## config.mk

```make
export PLATFORM = sky130hd
export DESIGN_NAME = vx_amo_rmw_unit_flat
export DESIGN_NICKNAME = d
export VERILOG_FILES = /design/src/rtl/vx_amo_pkg.sv /design/src/rtl/vx_amo_rmw_unit_if.sv /design/src/rtl/vx_amo_alu.sv /design/src/rtl/vx_amo_rmw_unit.sv /design/src/flat_wrapper.sv
export SDC_FILE = /design/constraint.sdc
export NUM_CORES = 1
export LEC_CHECK = 0
export BUFFER_PORTS_ARGS = -buffer_cell sky130_fd_sc_hd__buf_2
export CAP_MARGIN = 20
export CORE_MARGIN = 2
export CORE_UTILIZATION = 25
export DETAILED_ROUTE_END_ITERATION = 8
export PLACE_DENSITY = 0.4
export REMOVE_ABC_BUFFERS = 1
export SLEW_MARGIN = 20
export SYNTH_ARGS = -nofsm -noshare
export SYNTH_HDL_FRONTEND = slang
export SYNTH_SLANG_ARGS = --single-unit
```

## constraint.sdc

```tcl
create_clock -name clk -period 6.6 [get_ports clk]
set_input_delay 0.66 -clock clk [delete_from_list [all_inputs] [get_ports clk]]
set_output_delay 0.66 -clock clk [all_outputs]
set_load 0.01 [all_outputs]
```

## src/rtl/vx_amo_pkg.sv

```systemverilog
// Shared definitions for the atomic read-modify-write path: opcodes (also used by
// the LSU decode), engine states and the SC result codes.
package vx_amo_pkg;

  typedef enum logic [3:0] {
    AMO_ADD  = 4'h0,
    AMO_SWAP = 4'h1,
    AMO_XOR  = 4'h2,
    AMO_OR   = 4'h3,
    AMO_AND  = 4'h4,
    AMO_MIN  = 4'h5,
    AMO_MAX  = 4'h6,
    AMO_MINU = 4'h7,
    AMO_MAXU = 4'h8,
    AMO_LR   = 4'h9,
    AMO_SC   = 4'hA
  } amo_op_t;

  typedef enum logic [2:0] {
    ST_IDLE    = 3'd0,
    ST_RD_REQ  = 3'd1,
    ST_RD_WAIT = 3'd2,
    ST_WR_REQ  = 3'd3,
    ST_RSP     = 3'd4
  } amo_state_t;

  localparam int SC_SUCCESS = 0;
  localparam int SC_FAIL    = 1;

  // Encodings 4'hB..4'hF are reserved; the engine answers them without touching memory.
  function automatic logic is_known_op(input logic [3:0] op);
    case (op)
      AMO_ADD, AMO_SWAP, AMO_XOR, AMO_OR, AMO_AND,
      AMO_MIN, AMO_MAX, AMO_MINU, AMO_MAXU, AMO_LR, AMO_SC: return 1'b1;
      default: return 1'b0;
    endcase
  endfunction

  function automatic logic is_signed_cmp(input logic [3:0] op);
    return (op == AMO_MIN) || (op == AMO_MAX);
  endfunction

endpackage

```

## src/rtl/vx_amo_rmw_unit_if.sv

```systemverilog
// Core-side request/response and data-cache port of the AMO engine, bundled as one bus.
interface vx_amo_rmw_unit_if #(
  parameter int DATAW = 32,
  parameter int ADDRW = 32,
  parameter int TAGW  = 8
);
  logic             req_valid;
  logic             req_ready;
  logic [3:0]       req_op;
  logic [ADDRW-1:0] req_addr;
  logic [DATAW-1:0] req_data;
  logic [TAGW-1:0]  req_tag;

  logic             rsp_valid;
  logic             rsp_ready;
  logic [DATAW-1:0] rsp_data;
  logic [TAGW-1:0]  rsp_tag;

  logic             mem_req_valid;
  logic             mem_req_ready;
  logic             mem_req_rw;
  logic [ADDRW-1:0] mem_req_addr;
  logic [DATAW-1:0] mem_req_data;
  logic             mem_rsp_valid;
  logic [DATAW-1:0] mem_rsp_data;

  // Environment side: the core issues requests and the cache serves memory.
  modport master (
    output req_valid, req_op, req_addr, req_data, req_tag, rsp_ready,
           mem_req_ready, mem_rsp_valid, mem_rsp_data,
    input  req_ready, rsp_valid, rsp_data, rsp_tag,
           mem_req_valid, mem_req_rw, mem_req_addr, mem_req_data
  );

  modport slave (
    input  req_valid, req_op, req_addr, req_data, req_tag, rsp_ready,
           mem_req_ready, mem_rsp_valid, mem_rsp_data,
    output req_ready, rsp_valid, rsp_data, rsp_tag,
           mem_req_valid, mem_req_rw, mem_req_addr, mem_req_data
  );
endinterface

```

## src/rtl/vx_amo_alu.sv

```systemverilog
// Combinational AMO ALU: maps (op, old memory value, operand) to the value written back.
module vx_amo_alu
  import vx_amo_pkg::*;
#(
  parameter int DATAW = 32
) (
  input  logic [3:0]       op,
  input  logic [DATAW-1:0] old_val,
  input  logic [DATAW-1:0] operand,
  output logic [DATAW-1:0] result
);

  logic signed [DATAW:0] old_ext;
  logic signed [DATAW:0] opd_ext;
  logic                  ext_en;
  logic                  old_lt;
  logic                  old_gt;

  // One signed comparator covers both flavours: the extra bit copies the MSB only
  // for MIN/MAX and is zero for MINU/MAXU, turning the compare unsigned.
  always_comb begin
    ext_en  = is_signed_cmp(op);
    old_ext = {ext_en & old_val[DATAW-1], old_val};
    opd_ext = {ext_en & operand[DATAW-1], operand};
    old_lt  = old_ext < opd_ext;
    old_gt  = opd_ext < old_ext;
    result  = operand;
    case (op)
      AMO_ADD:            result = old_val + operand;
      AMO_SWAP:           result = operand;
      AMO_XOR:            result = old_val ^ operand;
      AMO_OR:             result = old_val | operand;
      AMO_AND:            result = old_val & operand;
      AMO_MIN, AMO_MINU:  result = old_lt ? old_val : operand;
      AMO_MAX, AMO_MAXU:  result = old_gt ? old_val : operand;
      default:            result = operand;
    endcase
  end

endmodule

```

## src/rtl/vx_amo_rmw_unit.sv

```systemverilog
// Atomic read-modify-write engine between the LSU and the data-cache port, with one
// outstanding transaction and a single LR/SC reservation.
module vx_amo_rmw_unit
  import vx_amo_pkg::*;
#(
  parameter int DATAW = 32,
  parameter int ADDRW = 32,
  parameter int TAGW  = 8
) (
  input  logic                    clk,
  input  logic                    reset,
  vx_amo_rmw_unit_if.slave        bus,
  output logic                    busy
);

  amo_state_t       state, state_n;

  logic [3:0]       op_q, op_n;
  logic [DATAW-1:0] opd_q, opd_n;
  logic [ADDRW-1:0] addr_n;
  logic [TAGW-1:0]  tag_n;
  logic [DATAW-1:0] wdata_n;
  logic [DATAW-1:0] rsp_data_n;
  logic             rsv_valid_q, rsv_valid_n;
  logic [ADDRW-1:0] rsv_addr_q, rsv_addr_n;

  logic             req_ready_q;
  logic             busy_q;
  logic             rsp_valid_q;
  logic [DATAW-1:0] rsp_data_q;
  logic [TAGW-1:0]  rsp_tag_q;
  logic             mem_req_valid_q;
  logic             mem_req_rw_q;
  logic [ADDRW-1:0] mem_req_addr_q;
  logic [DATAW-1:0] mem_req_data_q;

  logic [DATAW-1:0] alu_result;

  vx_amo_alu #(
    .DATAW (DATAW)
  ) u_alu (
    .op      (op_q),
    .old_val (bus.mem_rsp_data),
    .operand (opd_q),
    .result  (alu_result)
  );

  always_ff @(posedge clk or negedge reset) begin
    if (!reset) begin
      state <= ST_IDLE;
    end else begin
      state <= state_n;
    end
  end

  // The address and tag output registers double as the request latches, so they
  // already hold steady for the whole transaction.
  always_comb begin
    state_n     = state;
    op_n        = op_q;
    opd_n       = opd_q;
    addr_n      = mem_req_addr_q;
    tag_n       = rsp_tag_q;
    wdata_n     = mem_req_data_q;
    rsp_data_n  = rsp_data_q;
    rsv_valid_n = rsv_valid_q;
    rsv_addr_n  = rsv_addr_q;
    case (state)
      ST_IDLE: begin
        if (bus.req_valid) begin
          op_n   = bus.req_op;
          opd_n  = bus.req_data;
          addr_n = bus.req_addr;
          tag_n  = bus.req_tag;
          if (bus.req_op == AMO_SC) begin
            rsv_valid_n = 1'b0;
            if (rsv_valid_q && (rsv_addr_q == bus.req_addr)) begin
              wdata_n    = bus.req_data;
              rsp_data_n = DATAW'(SC_SUCCESS);
              state_n    = ST_WR_REQ;
            end else begin
              rsp_data_n = DATAW'(SC_FAIL);
              state_n    = ST_RSP;
            end
          end else if (!is_known_op(bus.req_op)) begin
            rsp_data_n = '1;
            state_n    = ST_RSP;
          end else begin
            state_n = ST_RD_REQ;
          end
        end
      end
      ST_RD_REQ: begin
        if (bus.mem_req_ready) begin
          state_n = ST_RD_WAIT;
        end
      end
      ST_RD_WAIT: begin
        if (bus.mem_rsp_valid) begin
          rsp_data_n = bus.mem_rsp_data;
          if (op_q == AMO_LR) begin
            rsv_valid_n = 1'b1;
            rsv_addr_n  = mem_req_addr_q;
            state_n     = ST_RSP;
          end else begin
            // The write is committed from here on, so it breaks a matching reservation.
            wdata_n = alu_result;
            if (mem_req_addr_q == rsv_addr_q) begin
              rsv_valid_n = 1'b0;
            end
            state_n = ST_WR_REQ;
          end
        end
      end
      ST_WR_REQ: begin
        if (bus.mem_req_ready) begin
          state_n = ST_RSP;
        end
      end
      ST_RSP: begin
        if (bus.rsp_ready) begin
          state_n = ST_IDLE;
        end
      end
      default: state_n = ST_IDLE;
    endcase
  end

  // Every output is decoded from the next state, keeping them all flop-driven.
  always_ff @(posedge clk or negedge reset) begin
    if (!reset) begin
      op_q            <= '0;
      opd_q           <= '0;
      rsv_valid_q     <= 1'b0;
      rsv_addr_q      <= '0;
      req_ready_q     <= 1'b1;
      busy_q          <= 1'b0;
      rsp_valid_q     <= 1'b0;
      rsp_data_q      <= '0;
      rsp_tag_q       <= '0;
      mem_req_valid_q <= 1'b0;
      mem_req_rw_q    <= 1'b0;
      mem_req_addr_q  <= '0;
      mem_req_data_q  <= '0;
    end else begin
      op_q            <= op_n;
      opd_q           <= opd_n;
      rsv_valid_q     <= rsv_valid_n;
      rsv_addr_q      <= rsv_addr_n;
      req_ready_q     <= (state_n == ST_IDLE);
      busy_q          <= (state_n != ST_IDLE);
      rsp_valid_q     <= (state_n == ST_RSP);
      rsp_data_q      <= rsp_data_n;
      rsp_tag_q       <= tag_n;
      mem_req_valid_q <= (state_n == ST_RD_REQ) || (state_n == ST_WR_REQ);
      mem_req_rw_q    <= (state_n == ST_WR_REQ);
      mem_req_addr_q  <= addr_n;
      mem_req_data_q  <= wdata_n;
    end
  end

  assign bus.req_ready     = req_ready_q;
  assign bus.rsp_valid     = rsp_valid_q;
  assign bus.rsp_data      = rsp_data_q;
  assign bus.rsp_tag       = rsp_tag_q;
  assign bus.mem_req_valid = mem_req_valid_q;
  assign bus.mem_req_rw    = mem_req_rw_q;
  assign bus.mem_req_addr  = mem_req_addr_q;
  assign bus.mem_req_data  = mem_req_data_q;
  assign busy              = busy_q;

endmodule

```

## src/flat_wrapper.sv

```systemverilog
// flat-port wrapper written by rule: the top's interface ports become plain ports
module vx_amo_rmw_unit_flat import vx_amo_pkg::*;
#(
  parameter int DATAW = 32,
  parameter int ADDRW = 32,
  parameter int TAGW  = 8
)
  (clk, reset, busy, bus_req_valid, bus_req_op, bus_req_addr, bus_req_data, bus_req_tag, bus_rsp_ready, bus_mem_req_ready, bus_mem_rsp_valid, bus_mem_rsp_data, bus_req_ready, bus_rsp_valid, bus_rsp_data, bus_rsp_tag, bus_mem_req_valid, bus_mem_req_rw, bus_mem_req_addr, bus_mem_req_data);
  vx_amo_rmw_unit_if #(.DATAW(DATAW), .ADDRW(ADDRW), .TAGW(TAGW)) bus_i ();
  input  logic clk;
  input  logic reset;
  output logic busy;
  input wire logic [$bits(bus_i.req_valid)-1:0] bus_req_valid;
  input wire logic [$bits(bus_i.req_op)-1:0] bus_req_op;
  input wire logic [$bits(bus_i.req_addr)-1:0] bus_req_addr;
  input wire logic [$bits(bus_i.req_data)-1:0] bus_req_data;
  input wire logic [$bits(bus_i.req_tag)-1:0] bus_req_tag;
  input wire logic [$bits(bus_i.rsp_ready)-1:0] bus_rsp_ready;
  input wire logic [$bits(bus_i.mem_req_ready)-1:0] bus_mem_req_ready;
  input wire logic [$bits(bus_i.mem_rsp_valid)-1:0] bus_mem_rsp_valid;
  input wire logic [$bits(bus_i.mem_rsp_data)-1:0] bus_mem_rsp_data;
  output wire logic [$bits(bus_i.req_ready)-1:0] bus_req_ready;
  output wire logic [$bits(bus_i.rsp_valid)-1:0] bus_rsp_valid;
  output wire logic [$bits(bus_i.rsp_data)-1:0] bus_rsp_data;
  output wire logic [$bits(bus_i.rsp_tag)-1:0] bus_rsp_tag;
  output wire logic [$bits(bus_i.mem_req_valid)-1:0] bus_mem_req_valid;
  output wire logic [$bits(bus_i.mem_req_rw)-1:0] bus_mem_req_rw;
  output wire logic [$bits(bus_i.mem_req_addr)-1:0] bus_mem_req_addr;
  output wire logic [$bits(bus_i.mem_req_data)-1:0] bus_mem_req_data;
  assign bus_i.req_valid = bus_req_valid;
  assign bus_i.req_op = bus_req_op;
  assign bus_i.req_addr = bus_req_addr;
  assign bus_i.req_data = bus_req_data;
  assign bus_i.req_tag = bus_req_tag;
  assign bus_i.rsp_ready = bus_rsp_ready;
  assign bus_i.mem_req_ready = bus_mem_req_ready;
  assign bus_i.mem_rsp_valid = bus_mem_rsp_valid;
  assign bus_i.mem_rsp_data = bus_mem_rsp_data;
  assign bus_req_ready = bus_i.req_ready;
  assign bus_rsp_valid = bus_i.rsp_valid;
  assign bus_rsp_data = bus_i.rsp_data;
  assign bus_rsp_tag = bus_i.rsp_tag;
  assign bus_mem_req_valid = bus_i.mem_req_valid;
  assign bus_mem_req_rw = bus_i.mem_req_rw;
  assign bus_mem_req_addr = bus_i.mem_req_addr;
  assign bus_mem_req_data = bus_i.mem_req_data;
  vx_amo_rmw_unit #(.DATAW(DATAW), .ADDRW(ADDRW), .TAGW(TAGW)) u_core (.clk(clk), .reset(reset), .bus(bus_i), .busy(busy));
endmodule
```

* Yosys cells after proc, flatten, opt, wreduce, memory -nomap -nowiden
Memory sizes are Yosys's and may differ from the RTL's.
Cells that the tools add are included.
** Word-level totals
- Memories :: 1
- Logic and storage cells :: 97
- ROM bits :: 16
- Input port bits :: 114
- Bits in registers :: 181
- Output and inout port bits :: 109
** Memory list
- (name not given) :: words 16, width 1, rd ports 1, clocked after Yosys merged registers in 0, wr ports 0, RTL line vx_amo_pkg.sv:32 : case (op)
** Operators by class
- Magnitude comparators :: 2
- Add/sub/neg operators :: 1
- Multiplexer cells :: 34
- Bitwise operators :: 5
- Equal/unequal tests :: 25
- Reductions and logical operators :: 15
** Operator list (count)
- 32-bit 2-to-1 mux :: 11
- 32-bit case mux with 6 select lines :: 1
- 32-bit case mux with 2 select lines :: 2
- 33-bit less-than comparator :: 2
- 32-bit == test :: 2
- 32-bit adder :: 1
- 32-bit bitwise AND :: 1
- 32-bit bitwise OR :: 1
- 32-bit bitwise XOR :: 1
- 3-bit 2-to-1 mux :: 9
- 4-bit by 3-bit == test with 1-bit output (second input constant) :: 4
- 3-bit case mux with 5 select lines :: 1
- 4-bit == test (second input constant) :: 3
- 3-bit by 2-bit == test with 1-bit output (second input constant) :: 3
- 1-bit 2-to-1 mux :: 9
- 4-bit by 2-bit == test with 1-bit output (second input constant) :: 2
- 3-bit by 1-bit == test with 1-bit output (second input constant) :: 2
- 3-bit == test (second input constant) :: 2
- 3-bit logical NOT :: 2
- 2-bit inequality test (second input constant) :: 3
- 6-bit AND reduction :: 1
- 5-bit AND reduction :: 1
- 4-bit logical NOT :: 1
- 2-bit by 1-bit inequality test with 1-bit output (second input constant) :: 2
- other kinds (12) :: 15

* Depth between registers and ports, before layout
- Word-level depth :: 10
- Depth in mapped cells :: 14

* Cells and area by module
A second synthesis with hierarchy kept.
** Second synthesis, totals
- Cells, all modules :: 1637
- Area, all modules :: 14928.1 um^2
** Modules (own cells, without submodules)
- vx_amo_rmw_unit :: cells each 854, times used 1, sequential area each 4530.6 um^2, area each 9624.2 um^2
- vx_amo_alu :: cells each 783, times used 1, sequential area each 0.0 um^2, area each 5303.8 um^2

* Least setup slack after synthesis
OpenSTA, ideal clock, no wires.
- Path kind :: input to register
- Start :: input port bus_mem_rsp_data[28]
- End :: register u_core.mem_req_data_q[11], in the netlist u_core.bus.mem_req_data[11]
- Path slack :: 3132 ps
- Library setup time :: 120 ps
- Data arrival time :: 3348 ps
- Stages on the path :: 13
- Data required time :: 6480 ps
- Cell sequence :: inv_1 > ha_1 > buf_6 > nor4_4 > nand3_1 > or3_4 > nor4_4 > nor2_1 > mux2_4 > buf_6 > a221oi_2 > o221ai_1 > a31o_1
** On the way
- Longest elaborated chain between the ends :: 6
** RTL lines
- start: declaration :: RTL line flat_wrapper.sv:21 : input wire logic [$bits(bus_i.mem_rsp_data)-1:0] bus_mem_rsp_data;
- 33-bit less-than comparator, on equally long branches :: RTL line vx_amo_alu.sv:26, vx_amo_alu.sv:25
- 32-bit 2-to-1 mux, on equally long branches :: RTL line vx_amo_alu.sv:35, vx_amo_alu.sv:34
- 32-bit case mux with 6 select lines (*) :: RTL line vx_amo_alu.sv:28 : case (op)
- 32-bit 2-to-1 mux (*) :: RTL line vx_amo_rmw_unit.sv:101 : if (op_q == AMO_LR) begin
- 32-bit 2-to-1 mux (*) :: RTL line vx_amo_rmw_unit.sv:99 : if (bus.mem_rsp_valid) begin
- 32-bit case mux with 2 select lines (*) :: RTL line vx_amo_rmw_unit.sv:68 : case (state)
- end signal: assignment :: RTL line vx_amo_rmw_unit.sv:158 : mem_req_data_q <= wdata_n;
- end: declaration :: RTL line vx_amo_rmw_unit.sv:35 : logic [DATAW-1:0] mem_req_data_q;
Mark *: on every way between the ends. The rest lies on a longest branch, timed or not. The select of a mux whose other input is x is not followed.
A chain may end at the register's enable or synchronous reset.

* Worst setup path in the final report
- Start :: register u_core.opd_q[7]
- End :: register u_core.mem_req_data_q[23], in the netlist u_core.bus.mem_req_data[23]
** On the way
- Longest elaborated chain between the ends :: 6
** RTL lines
- start: declaration :: RTL line vx_amo_rmw_unit.sv:19 : logic [DATAW-1:0] opd_q, opd_n;
- start signal: assignment :: RTL line vx_amo_rmw_unit.sv:147 : opd_q <= opd_n;
- 33-bit less-than comparator, on equally long branches :: RTL line vx_amo_alu.sv:26, vx_amo_alu.sv:25
- 32-bit 2-to-1 mux, on equally long branches :: RTL line vx_amo_alu.sv:35, vx_amo_alu.sv:34
- 32-bit case mux with 6 select lines (*) :: RTL line vx_amo_alu.sv:28
- 32-bit 2-to-1 mux (*) :: RTL line vx_amo_rmw_unit.sv:101
- 32-bit 2-to-1 mux (*) :: RTL line vx_amo_rmw_unit.sv:99
- 32-bit case mux with 2 select lines (*) :: RTL line vx_amo_rmw_unit.sv:68
Marked as above.

==> flow_summary.json <==
{
  "viasPerCell": 4.94,
  "internal_power_mw": 3.63,
  "multi_input_area_mm2": 0.00724,
  "post_cts_resize_count": 0,
  "dr.first_iter.drc_count": 666,
  "clkSinkCount": 181,
  "p_leak_nw": 7.12,
  "tns_ps": 0,
  "final_period_demand_of_the_worst_path_ps": 4320,
  "post-cts-setup-buffers": 0,
  "worst-slew-pin-transition_ps": 1050,
  "cp_data_required_time_ps": 6960,
  "port_buffers": 222,
  "critical_path.max_fanout": 18,
  "dominantRegCellSynth": "sky130_fd_sc_hd__dfrtp_1",
  "swShare_pct": 49.5,
  "ys_ff_latch": 181,
  "postSynth.asyncResetShare_pct": 100,
  "worst_skew_pair.late_latency_ps": 510,
  "track_usage_pct": 18.5,
  "row_count": 81,
  "timing.critical_path.cells": "inv_1, ha_1, nor4_1, nand2b_1, a21oi_1, a2111oi_0, o21a_1, a2bb2oi_2, a211o_1, nand2_1, buf_4, a221oi_1, o22ai_1",
  "floorplan_die_area_mm2": 0.0518,
  "grt-ovfl-total": 0,
  "final.setup_skew_ps": 16.8,
  "cell_count_after_synthesis": 1482,
  "hold_ws_ps": 250,
  "net-switching-power_mw": 3.56,
  "filler_cell_count": 5313,
  "average_routed_wire_per_standard_cell_um": 20.2,
  "pre_cts_ws_ps": 1860,
  "timing.final.crit_share_pct": 65.5,
  "worst_setup_path_start_kind": "register",
  "1st_pass_router_iterations": 5,
  "via_count": 11497,
  "critical-path-max-stage-delay_ps": 700,
  "timing_max_transition_violations_final": 0,
  "cts.clk_slew.worst_paths_ps": 80,
  "cp.arrival_ps": 4680,
  "nets": 1857,
  "synth-edff-count": 0,
  "finalPower_mw": 7.20,
  "cp_num_buf_inv": 2,
  "power_frac_comb_pct": 56.3,
  "largest_net_degree_at_the_start_of_global_routing": 98,
  "setup.worst_path.end_class": "register",
  "initial_core_util_pct": 25.4,
  "fmax_mhz": 231,
  "max-clock-path-buffers": 2,
  "syn2layout_area_growth_pct": 18.8,
  "tritoncts": "built",
  "antenna_violating_nets_left": 0,
  "number_of_global_route_vias_before_repair": 11451,
  "die_width_um": 228,
  "yosys_warnings": 0,
  "dieHeight_um": 228,
  "ir_drop_uv": 185,
  "timing.setup.critical_path_class": "register to register",
  "synth_area_per_cell_um2": 8.44,
  "max_cap_violations": 0,
  "syn_area_mm2": 0.0125,
  "yosysSeqAreaShare_pct": 36.2,
  "sequentialPowerShare_pct": 28.1,
  "hpwl_reported_at_the_end_of_detailed_placement_um": 32200,
  "grt_pass1_wl_um": 71100,
  "unrepaired_setup_endpoints_after_global_routing": "no",
  "hold_violation_count_in_the_final_report": 0,
  "power_density_mw_per_mm2": 484,
  "holdBufCountCts": 0,
  "core-area_mm2": 0.0492,
  "grt_antenna_before_repair": 16,
  "cpMaxStageDelayCell": "sky130_fd_sc_hd__a2111oi_0",
  "postLayoutSetupSlackWorst_ps": 2280,
  "cpLargestDelayFamily": "compound AO/OA/AOI/OAI gates",
  "min_path_type": "input pin to async pin",
  "drt_drc_violations_left": 0,
  "ctsHtreeMaxLevel": 4,
  "regArea_mm2": 0.00453,
  "pwr-share-clk_pct": 15.6,
  "status": "complete, no violations",
  "cts_made_buffers": 17,
  "final_util_pct": 30.2,
  "synth.distinct_cells": 68,
  "clock_tree_root_buffer_cell": "sky130_fd_sc_hd__clkbuf_16",
  "number_of_ports_placed_on_the_die_boundary": 223,
  "slew_headroom_pct": 29.7,
  "drive_gt1_share_pct": 20.1,
  "detail_route.wirelength_um": 47000,
  "globalplace.congestion": 0.856,
  "setup_violations": 0
}
[per-stage QoR]
step | cells | area [µm²]
floorplan | 1387 | 12100
global placement | 2291 | 14200
detailed placement | 2291 | 14200
CTS | 2323 | 14800
global route | 2328 | 14900
finish | 2329 | 14900
[placed cells by master (no fill, tap or decap), types with 7 or more instances in the layout]
master / count
sky130_fd_sc_hd__a21o_1: 9
sky130_fd_sc_hd__inv_1: 99
sky130_fd_sc_hd__nand2_1: 252
sky130_fd_sc_hd__o221ai_1: 21
sky130_fd_sc_hd__dfrtp_1: 180
sky130_fd_sc_hd__ha_1: 96
sky130_fd_sc_hd__nor2_1: 63
sky130_fd_sc_hd__nor4_1: 22
sky130_fd_sc_hd__a221o_1: 11
sky130_fd_sc_hd__buf_2: 221
sky130_fd_sc_hd__a31oi_1: 11
sky130_fd_sc_hd__nand4_1: 16
sky130_fd_sc_hd__xor2_1: 51
sky130_fd_sc_hd__and2_1: 8
sky130_fd_sc_hd__a21oi_1: 74
sky130_fd_sc_hd__or3_1: 7
sky130_fd_sc_hd__xnor2_1: 37
sky130_fd_sc_hd__nor3_1: 14
sky130_fd_sc_hd__clkbuf_16: 17
sky130_fd_sc_hd__o21a_1: 9
sky130_fd_sc_hd__nand3_1: 29
sky130_fd_sc_hd__a221oi_1: 25
sky130_fd_sc_hd__o21bai_1: 11
sky130_fd_sc_hd__mux2_2: 34
sky130_fd_sc_hd__a211o_1: 7
sky130_fd_sc_hd__o22ai_1: 9
sky130_fd_sc_hd__nor2b_1: 15
sky130_fd_sc_hd__a211oi_1: 15
sky130_fd_sc_hd__buf_4: 18
sky130_fd_sc_hd__o21ai_0: 175
sky130_fd_sc_hd__nand2b_1: 8
[final cells by class]
type / count / share of cell area, %
multi-input cells: 1107 / 48.7
flip-flops and latches: 181 / 30.5
repair buffers: 240 / 8.45
well taps: 664 / 5.59
clock buffers: 18 / 2.96
inverters: 99 / 2.50
clock inverters: 14 / 1.17
diodes: 6 / 0.101
[cell families (layout without fill, tap and decap cells)]
| group | count (synthesis) | after routing | synth area share, % |
|---|---|---|---|
| AOI/OAI and AO/OA | 423 | 423 | 21.5 |
| xor gates and xnor gates | 88 | 88 | 6.16 |
| adders and majority gates | 97 | 97 | 9.77 |
| buffers and inverters | 194 | 371 | 6.08 |
| DFF | 181 | 181 | 36.2 |
| muxes | 40 | 40 | 3.58 |
| other | 0 | 6 | 0 |
| and+or+nand+nor | 459 | 459 | 16.6 |
[cells in the mapped netlist (all sizes together), types with 7 or more instances]
| cell | number | area [µm²] |
|---|---|---|
| o21bai | 12 | 93.8 |
| o221ai | 21 | 184 |
| o22ai | 9 | 56.3 |
| or3 | 8 | 55.1 |
| ha | 96 | 1200 |
| nand2 | 255 | 957 |
| a211oi | 16 | 125 |
| clkbuf | 80 | 300 |
| nor4 | 24 | 180 |
| nor2 | 63 | 236 |
| a211o | 7 | 61.3 |
| a21o | 9 | 67.6 |
| a221oi | 28 | 264 |
| and2 | 9 | 56.3 |
| o21ai | 176 | 881 |
| nor3 | 16 | 80.1 |
| xnor2 | 37 | 324 |
| a31oi | 11 | 68.8 |
| o21a | 9 | 67.6 |
| inv | 99 | 372 |
| a221o | 11 | 110 |
| mux2 | 35 | 398 |
| a21oi | 74 | 370 |
| buf | 15 | 88.8 |
| dfrtp | 180 | 4500 |
| nand2b | 8 | 50.1 |
| nor2b | 15 | 93.8 |
| xor2 | 51 | 447 |
| nand4 | 16 | 100 |
| nand3 | 30 | 150 |
[worst paths after layout]
check | startpoint | endpoint | slack, ps | cells past startpoint
min in group clk | bus_req_tag[5] | u_core.bus.rsp_tag[5] | 350 | 3
worst max-delay path | u_core.opd_q[7] | u_core.bus.mem_req_data[23] | 2280 | 13
worst min-delay path | reset | u_core.bus.rsp_data[6] | 250 | 1
worst min register to register | u_core.bus.rsp_data[1] | u_core.bus.rsp_data[1] | 470 | 2
max in group asynchronous | reset | u_core.op_q[2] | 5140 | 2
worst max register to register | u_core.opd_q[7] | u_core.bus.mem_req_data[23] | 2280 | 13
[registers in the layout, indices dropped and copies added (netlist names), 3 cells and up]
| register | flops |
|---|---|
| u_core.bus.mem_req_addr | 32 |
| u_core.bus.mem_req_data | 32 |
| u_core.bus.rsp_data | 32 |
| u_core.opd_q | 32 |
| u_core.rsv_addr_q | 32 |
| u_core.bus.rsp_tag | 8 |
| u_core.op_q | 4 |
| u_core.state | 3 |
[power groups by stage]
stage | logic (mW) | registers (mW) | clock network, mW
2_1_floorplan | 2.40 | 2.14 | 0
3_3_place_gp | 4.05 | 2.03 | 0
3_5_place_dp | 4.07 | 2.04 | 0
4_1_cts | 4.09 | 2.03 | 1.18
5_1_grt | 4.52 | 2.10 | 1.21
6_report | 4.05 | 2.02 | 1.13
[layer usage]
layer	GRT usage, %	share of wire (%)
met1	23.5	45
met2	29.5	46
met3	5.12	5.9
met4	7.65	2.4
met5	0	0.26
Power figures use the tool's default switching activity.
